==> config.mk <==
export PLATFORM = sky130hd
export DESIGN_NAME = branch_resolve_unit
export DESIGN_NICKNAME = d
export VERILOG_FILES = /design/src/rtl/branch_resolve_unit.sv
export SDC_FILE = /design/constraint.sdc
export NUM_CORES = 1
export LEC_CHECK = 0
export CAP_MARGIN = 0
export CORE_ASPECT_RATIO = 0.6
export CORE_UTILIZATION = 45
export DETAILED_ROUTE_END_ITERATION = 8
export DONT_BUFFER_PORTS = 1
export HOLD_SLACK_MARGIN = 0.02
export PLACE_DENSITY = 0.71
export SLEW_MARGIN = 20
export SYNTH_ARGS = -nofsm -noshare
export SYNTH_HDL_FRONTEND = slang
export SYNTH_SLANG_ARGS = --single-unit
==> constraint.sdc <==
create_clock -name clk -period 5 [get_ports clk]
set_clock_uncertainty 0.15 [all_clocks]
set_input_delay 0.5 -clock clk [delete_from_list [all_inputs] [get_ports clk]]
set_output_delay 0.5 -clock clk [all_outputs]
set_load 0.01 [all_outputs]
==> src/rtl/branch_resolve_unit.sv <==
// Branch condition resolver with a PC-indexed table of 2-bit saturating predictors.
// Optional BRANCH_STATS_EN adds saturating branch and mispredict counters.
module branch_resolve_unit #(
   parameter int DW        = 32,
   parameter int PC_W      = 32,
   parameter int BHT_DEPTH = 64
) (
   input  logic            clk,
   input  logic            rst,
   input  logic [PC_W-1:0] pred_pc,
   output logic            pred_taken,
   input  logic            res_valid,
   input  logic [PC_W-1:0] res_pc,
   input  logic [5:0]      res_op,
   input  logic [4:0]      res_rt,
   input  logic [DW-1:0]   res_a,
   input  logic [DW-1:0]   res_b,
   input  logic            res_pred_taken,
   input  logic            stall,
   input  logic            flush,
   output logic            br_valid,
   output logic            br_taken,
   output logic            br_mispredict,
   output logic            br_link,
   output logic            br_illegal
`ifdef BRANCH_STATS_EN
   ,
   output logic [31:0]     stat_branches,
   output logic [31:0]     stat_mispredicts
`endif
);

   localparam int IDX_W = $clog2(BHT_DEPTH);

   logic [IDX_W-1:0]       pred_idx;
   logic [IDX_W-1:0]       res_idx;
   logic [2*BHT_DEPTH-1:0] bht_flat;
   logic [1:0]             res_ctr;
   logic [1:0]             res_ctr_next;
   logic                   a_neg;
   logic                   a_zero;
   logic                   cond_taken;
   logic                   cond_legal;
   logic                   cond_link;
   logic                   accepted;
   logic                   do_update;
   logic                   unused_pc_bits;

   assign pred_idx = pred_pc[IDX_W+1:2];
   assign res_idx  = res_pc[IDX_W+1:2];
   assign unused_pc_bits = ^{pred_pc[PC_W-1:IDX_W+2], pred_pc[1:0],
                             res_pc[PC_W-1:IDX_W+2], res_pc[1:0]};

   assign a_neg  = res_a[DW-1];
   assign a_zero = (res_a == '0);

   always_comb begin
      cond_taken = 1'b0;
      cond_legal = 1'b1;
      cond_link  = 1'b0;
      case (res_op)
         6'b000100: cond_taken = (res_a == res_b);
         6'b000101: cond_taken = (res_a != res_b);
         6'b000110: cond_taken = a_neg || a_zero;
         6'b000111: cond_taken = !a_neg && !a_zero;
         6'b000001: begin
            case (res_rt)
               5'b00000: cond_taken = a_neg;
               5'b00001: cond_taken = !a_neg;
               5'b10000: begin
                  cond_taken = a_neg;
                  cond_link  = 1'b1;
               end
               5'b10001: begin
                  cond_taken = !a_neg;
                  cond_link  = 1'b1;
               end
               default: cond_legal = 1'b0;
            endcase
         end
         default: cond_legal = 1'b0;
      endcase
   end

   assign accepted  = res_valid && !stall && !flush;
   assign do_update = accepted && cond_legal;

   // Outcome registers: flush clears, stall freezes, otherwise track ID.
   always_ff @(posedge clk or negedge rst) begin
      if (!rst) begin
         br_valid      <= 1'b0;
         br_taken      <= 1'b0;
         br_mispredict <= 1'b0;
         br_link       <= 1'b0;
         br_illegal    <= 1'b0;
      end else if (flush) begin
         br_valid      <= 1'b0;
         br_taken      <= 1'b0;
         br_mispredict <= 1'b0;
         br_link       <= 1'b0;
         br_illegal    <= 1'b0;
      end else if (!stall) begin
         br_valid      <= res_valid;
         br_taken      <= res_valid && cond_taken;
         br_mispredict <= res_valid && cond_legal && (cond_taken != res_pred_taken);
         br_link       <= res_valid && cond_link;
         br_illegal    <= res_valid && !cond_legal;
      end
   end

   assign res_ctr = bht_flat[{res_idx, 1'b0} +: 2];

   always_comb begin
      res_ctr_next = res_ctr;
      if (cond_taken) begin
         if (res_ctr != 2'b11) res_ctr_next = res_ctr + 2'b01;
      end else begin
         if (res_ctr != 2'b00) res_ctr_next = res_ctr - 2'b01;
      end
   end

   // Counters are flops so every entry can be reset to weak-not-taken at once.
   generate
      for (genvar gi = 0; gi < BHT_DEPTH; gi++) begin : g_bht
         logic [1:0] ctr_reg;
         always_ff @(posedge clk or negedge rst) begin
            if (!rst)
               ctr_reg <= 2'b01;
            else if (do_update && (res_idx == IDX_W'(gi)))
               ctr_reg <= res_ctr_next;
         end
         assign bht_flat[2*gi +: 2] = ctr_reg;
      end
   endgenerate

   // No bypass: a same-cycle update is seen only after the edge.
   assign pred_taken = bht_flat[{pred_idx, 1'b1}];

`ifdef BRANCH_STATS_EN
   always_ff @(posedge clk or negedge rst) begin
      if (!rst) begin
         stat_branches    <= '0;
         stat_mispredicts <= '0;
      end else if (do_update) begin
         if (stat_branches != 32'hFFFF_FFFF)
            stat_branches <= stat_branches + 32'd1;
         if ((cond_taken != res_pred_taken) && (stat_mispredicts != 32'hFFFF_FFFF))
            stat_mispredicts <= stat_mispredicts + 32'd1;
      end
   end
`endif

endmodule
-- Word level (Yosys, flattened, before mapping)
Index checks and enable logic that the tools add are counted.
- flip-flop bits (word level): 133
- bits of input ports: 145
- output and inout port bits: 6
- logic and storage cells: 258
- $add $sub $neg: 2
- $lt $le $gt $ge: 1
- equality and inequality tests: 76
- shift operators: 1
- mux-type cells: 21
- reduce and logical (&&, ||, !) cells: 88
- operator list (operator ; number):
    $eq 6x6->1 const B ; 32
    $shiftx 128x8->2 ; 1
    $eq 6x5->1 const B ; 16
    $logic_and 1x1->1 ; 73
    $eq 6x3->1 const B ; 8
    $eq 6x4->1 const B ; 8
    $eq 32x32->1 ; 1
    $logic_not 32->1 ; 1
    $ne 32x32->1 ; 1
    $mux 1 ; 14
    $eq 6x1->1 const B ; 2
    $eq 6x2->1 const B ; 2
    $eq 5x5->1 const B ; 2
    $lt 7x8->1 const B ; 1
    $reduce_or 4->1 ; 2
    $bmux 1 s6 ; 1
    $logic_not 6->1 ; 1
    $mux 2 ; 3
    $reduce_or 2->1 ; 3
    $eq 5x1->1 const B ; 1
    $logic_not 1->1 ; 5
    $logic_not 5->1 ; 1
    $pmux 1 s5 ; 1
    $pmux 1 s2 ; 2
    7 further kinds ; 7

-- Logic depth before layout (Yosys ltp)
- depth after elaboration: 8
- depth in mapped cells: 10
- mapped depth without buffers: 8

-- Worst setup path after synthesis
No wires, ideal clock.
- kind: input-to-output
- start point: input pred_pc[2]
- end point: output pred_taken
- arrival time: 2.940 ns
- setup slack: 1.410 ns
- cell stages on the path: 5
- buffers on the path: 2
- cell sequence: clkbuf_1 -> buf_1 -> mux4_2 -> mux4_2 -> mux4_2
- longest elaborated chain between the ends: 2
- RTL lines (what ; RTL line ; text):
    from (decl) ; 10 ; input logic [PC_W-1:0] pred_pc,
    $bmux 1 s6 ; 137 ; assign pred_taken = bht_flat[{pred_idx, 1'b1}];
    $mux 1 (not written as such) ; 137 ;
    to (decl) ; 11 ; output logic pred_taken,
No other way between the ends. The select of a mux whose other input is x is not followed.

-- Worst setup path after layout
- start point: register g_bht[46].ctr_reg[1]
- end point: register g_bht[10].ctr_reg[1]
- longest elaborated chain between the ends: 4
- RTL lines (what ; RTL line ; text):
    from (decl) ; 125 ; logic [1:0] ctr_reg;
    from (signal assigned) ; 130 ; ctr_reg <= res_ctr_next;
    $shiftx 128x8->2 * ; 111 ; assign res_ctr = bht_flat[{res_idx, 1'b0} +: 2];
    $sub 2x1->2, or another cell as far along ; 118 ; if (res_ctr != 2'b00) res_ctr_next = res_ctr - 2'b01;
    $mux 2 (on tied branches) ; 118, 116 ;
    $mux 2 * ; 115 ; if (cond_taken) begin
    to (signal assigned) ; 130 ;
    to (decl) ; 125 ;
Every way passes the cells marked *; elsewhere a longest branch is shown, timed or not.
A chain may end at the register's enable or synchronous reset.

==> qor.log <==
INFO  cts            cts_tree=done
INFO  synth          synthDistinctLibCells=37
INFO  floorplanning  design.die.area=16800squm
INFO  cts            cts.clk_slew.worst_paths=60ps
INFO  sta            max_freq=287MHz
INFO  sta            final-hold-violation-count=0
INFO  synth          netlist_instances=729
INFO  finish         antenna-diode-count=0
INFO  power_and_ir_drop p_per_area=319nW/um^2
INFO  setup_path     r2r_start=g_bht[46].ctr_reg[1]$_DFFE_PN0P_
INFO  power_and_ir_drop vdd.ir_drop.worst=285uV
INFO  route          detail_route.first_pass.iterations=5
INFO  global_route   globalRouteOverflowTotal=0
INFO  synth          yosysWarnings=0
INFO  floorplanning  fp.dieH=101um
INFO  setup_path     crit_path_start_kind=flip-flop
INFO  setup_path     crit_fanout=24
INFO  floorplanning  design.core.area=15600squm
INFO  setup_path     setup.worst_path.class=flip-flop to flip-flop
INFO  floorplanning  initial_utilization=0.469
INFO  placement      gp_routability_congestion=0.906
INFO  route          vias_per_cell=6.27
INFO  global_route   grt_first_pass_wirelength=32500um
INFO  setup_path     critPathSlowestCell=sky130_fd_sc_hd__o21ai_4
INFO  setup_path     critPathRequiredTime=5140ps
INFO  sta            maxSlewViolCount=0
INFO  cts            cts_root_buffer=sky130_fd_sc_hd__clkbuf_16
INFO  route          drcViolationCount=0
INFO  setup_path     critPathBufInv=1
INFO  power_and_ir_drop power.share.sequential=0.428
INFO  setup_path     critPathTopFamily=compound AO/OA/AOI/OAI gates
INFO  sta            worstMarginPinSlew=829ps
INFO  route          routed_wire_length_per_instance=21.6um
INFO  placement      detailed_place_hpwl=13900um
INFO  power_and_ir_drop share_comb_of_total_power=0.046
INFO  finish         drive_above_1_share=0.218
INFO  sta            fin_crit_sh=0.698
INFO  placement      port-buffer-count=0
INFO  route          routed_wl=20100um
INFO  synth          synth_fp_nets=874
INFO  power_and_ir_drop fraction_of_power_spent_switching_nets=0.226
INFO  setup_path     most_prevalent_standard_cell_on_the_critical_path=sky130_fd_sc_hd__a21oi_1
INFO  route          drt_iter0_markers=666
INFO  sta            final_setup_vio_count=0
INFO  synth          netlist_area=7330squm
INFO  cts            clk-insertion-delay-late=430ps
INFO  sta            grt_setup_unrepaired=no
INFO  floorplanning  floorplan.io_pins=151
INFO  finish         postLayoutCellArea=8060squm
INFO  synth          synth-seq-area-share=0.465
INFO  sta            slew_headroom=0.445
INFO  cts            inserted_clock_buffers=17
INFO  placement      postPlaceCellArea=7380squm
INFO  finish         non_filler_instances=931
INFO  route          antenna_violating_nets_post_route=0
INFO  power_and_ir_drop power.static_leakage=3.06nW
INFO  finish         fillCellCount=1304
INFO  setup_path     timing.critical_path.to_type=flip-flop
INFO  finish         post_layout_net_count=860
INFO  power_and_ir_drop p_int=1.99mW
INFO  floorplanning  floorplan.rows=35
INFO  global_route   initial_antenna_violation_count=0
INFO  sta            post-route-worst-setup-slack=1510ps
INFO  synth          synthXorXnorAreaFrac=0.0418
INFO  finish         fin_util=0.516
INFO  global_route   global_route.usage.total=0.258
INFO  worst_hold_path worstHoldStart=stall
INFO  cts            clock-sinks=133
INFO  placement      post_placement_setup_slack=1420ps
INFO  sta            fin_crit=3490ps
INFO  route          detailroute.via_count=5839
INFO  synth          synth_top_family_by_area=simple AND/OR/NAND/NOR gates
INFO  run_status     result_of_the_run=finished clean
INFO  finish         area.growth.synth_to_final=9.93%
INFO  synth          synth-compound-area-share=0.123
INFO  finish         largest_register_ff_count=128
INFO  power_and_ir_drop power_frac_clock=0.526
INFO  setup_path     critPathMaxStageDelay=660ps
INFO  setup_path     critPathLaunch=g_bht[46].ctr_reg[1]$_DFFE_PN0P_
INFO  worst_hold_path timing.hold.worst.class=input port to flip-flop
INFO  floorplanning  die_w=167um
INFO  power_and_ir_drop net-switching-power=0.582mW
INFO  setup_path     ordered_cell_list_for_the_critical_path=mux4_2 > a22oi_1 > a21oi_1 > nor4_2 > a21oi_1 > o21ai_4 > buf_4 > a21oi_1
INFO  setup_path     cp.arrival=3630ps
INFO  placement      placed_cells_incl_taps=896
INFO  sta            fin_setup_tns=0ps
INFO  power_and_ir_drop total_power_after_layout=2.57mW
INFO  sta            final.hold.worst_slack=56.6ps
INFO  run            maxCapViolCount=0
INFO  global_route   first_global_vias=5871
INFO  global_route   grt_max_degree=134
INFO  synth          avgSynthCellArea=10.1squm
INFO  cts            cts_max_path_buffers=2
INFO  synth          synth_simple_gate_area_frac=0.177
INFO  synth          multiplexer_area_fraction_after_synthesis=0.163
INFO  synth          yosys.area_share.adder=0
INFO  synth          ys_seq_elements=133
INFO  cts            h-tree-depth=4
cells in the mapped netlist, drive strengths merged:
master / instances / area share
nor2: 229 / 0.12
a21oi: 140 / 0.096
dfrtp: 69 / 0.24
dfstp: 64 / 0.23
mux4: 53 / 0.16
xor2: 34 / 0.041
buf: 23 / 0.023
nor4: 19 / 0.017
nand2: 17 / 0.0087
a22oi: 16 / 0.016
clkbuf: 16 / 0.0084
nand3: 8 / 0.0055
nor2b: 8 / 0.0068
nand4: 5 / 0.0043
o21ai: 5 / 0.0049
nand2b: 4 / 0.0034
nand3b: 4 / 0.0041
nor3: 2 / 0.0014
or2: 2 / 0.0017
a22o: 1 / 0.0012
a31oi: 1 / 0.0017
a32o: 1 / 0.0014
and2: 1 / 0.00085
nor3b: 1 / 0.0010
o21a: 1 / 0.0010
o21bai: 1 / 0.0010
or3: 1 / 0.00085
or3b: 1 / 0.0012
or4: 1 / 0.0015
xnor2: 1 / 0.0012
placed cells by master, fill, tap and decap left out, types with 2 or more instances in the layout:
cell,netlist,final
sky130_fd_sc_hd__buf_4,7,3
sky130_fd_sc_hd__nor2_1,228,228
sky130_fd_sc_hd__dfrtp_1,69,69
sky130_fd_sc_hd__mux4_2,53,53
sky130_fd_sc_hd__or2_2,2,2
sky130_fd_sc_hd__nand4_1,5,5
sky130_fd_sc_hd__nand3_1,8,8
sky130_fd_sc_hd__nand2b_1,4,4
sky130_fd_sc_hd__clkinvlp_4,0,3
sky130_fd_sc_hd__nor3_1,2,2
sky130_fd_sc_hd__o21ai_0,4,4
sky130_fd_sc_hd__clkbuf_16,0,17
sky130_fd_sc_hd__dlygate4sd3_1,0,2
sky130_fd_sc_hd__nand2_1,17,17
sky130_fd_sc_hd__inv_6,0,3
sky130_fd_sc_hd__a22oi_1,16,16
sky130_fd_sc_hd__nand3b_1,4,4
sky130_fd_sc_hd__nor2b_1,8,8
sky130_fd_sc_hd__bufinv_16,0,4
sky130_fd_sc_hd__xor2_1,34,34
sky130_fd_sc_hd__a21oi_1,140,140
sky130_fd_sc_hd__dfstp_2,64,64
sky130_fd_sc_hd__nor4_1,18,18
sky130_fd_sc_hd__clkinv_4,0,2
sky130_fd_sc_hd__clkbuf_1,15,2
path summary, 6_finish.rpt:
| kind | end | slack, ps | cells after the start |
|---|---|---|---|
| hold / removal | br_taken$_DFFE_PN0P_ | 60 | 2 |
| min in group asynchronous | g_bht[12].ctr_reg[1]$_DFFE_PN0P_ | 540 | 2 |
| setup reg to reg | g_bht[10].ctr_reg[1]$_DFFE_PN0P_ | 1510 | 8 |
| max in group asynchronous | g_bht[16].ctr_reg[1]$_DFFE_PN0P_ | 3620 | 2 |
| setup / recovery | g_bht[10].ctr_reg[1]$_DFFE_PN0P_ | 1510 | 8 |
| hold reg to reg | g_bht[4].ctr_reg[0]$_DFFE_PN1P_ | 340 | 2 |
final cells by class:
| class | instances | area [sq um] | area share |
|---|---|---|---|
| clock inverter | 13 | 198 | 0.0245 |
| tap | 203 | 254 | 0.0315 |
| timing repair buffer | 6 | 70.1 | 0.00869 |
| clock buffer | 19 | 433 | 0.0537 |
| sequential | 133 | 3410 | 0.423 |
| multi-input combinational | 557 | 3700 | 0.459 |
power groups by stage:
| stage | Sequential, mW | Combinational (mW) | Clock, mW |
|---|---|---|---|
| final | 1.10 | 0.117 | 1.35 |
| after floorplan | 1.11 | 0.0979 | 0 |
| after global routing | 1.10 | 0.129 | 1.43 |
| after global placement | 1.12 | 0.0884 | 0 |
| after detailed placement | 1.12 | 0.0918 | 0 |
| after CTS | 1.10 | 0.118 | 1.37 |
timing repair:
action                    in CTS  in global routing
gates resized for setup        0                  0
hold endpoints to repair     136                  0
hold buffers                   3                  0
buffers inserted               0                  0
metal layers:
| layer | part of all wire | track usage |
|---|---|---|
| met4 | 0.015 | 0.0734 |
| met3 | 0.10 | 0.0852 |
| met2 | 0.44 | 0.380 |
| met1 | 0.44 | 0.364 |
| met5 | 0 | 0 |
cell families (layout without fill, tap and decap cells):
kind of cell | Yosys count | after routing
simple gates | 303 | 303
mux | 53 | 53
compound gates | 166 | 166
flops | 133 | 133
xor+xnor | 35 | 35
buf+inv | 39 | 38
(Power assumes the default switching activity.)
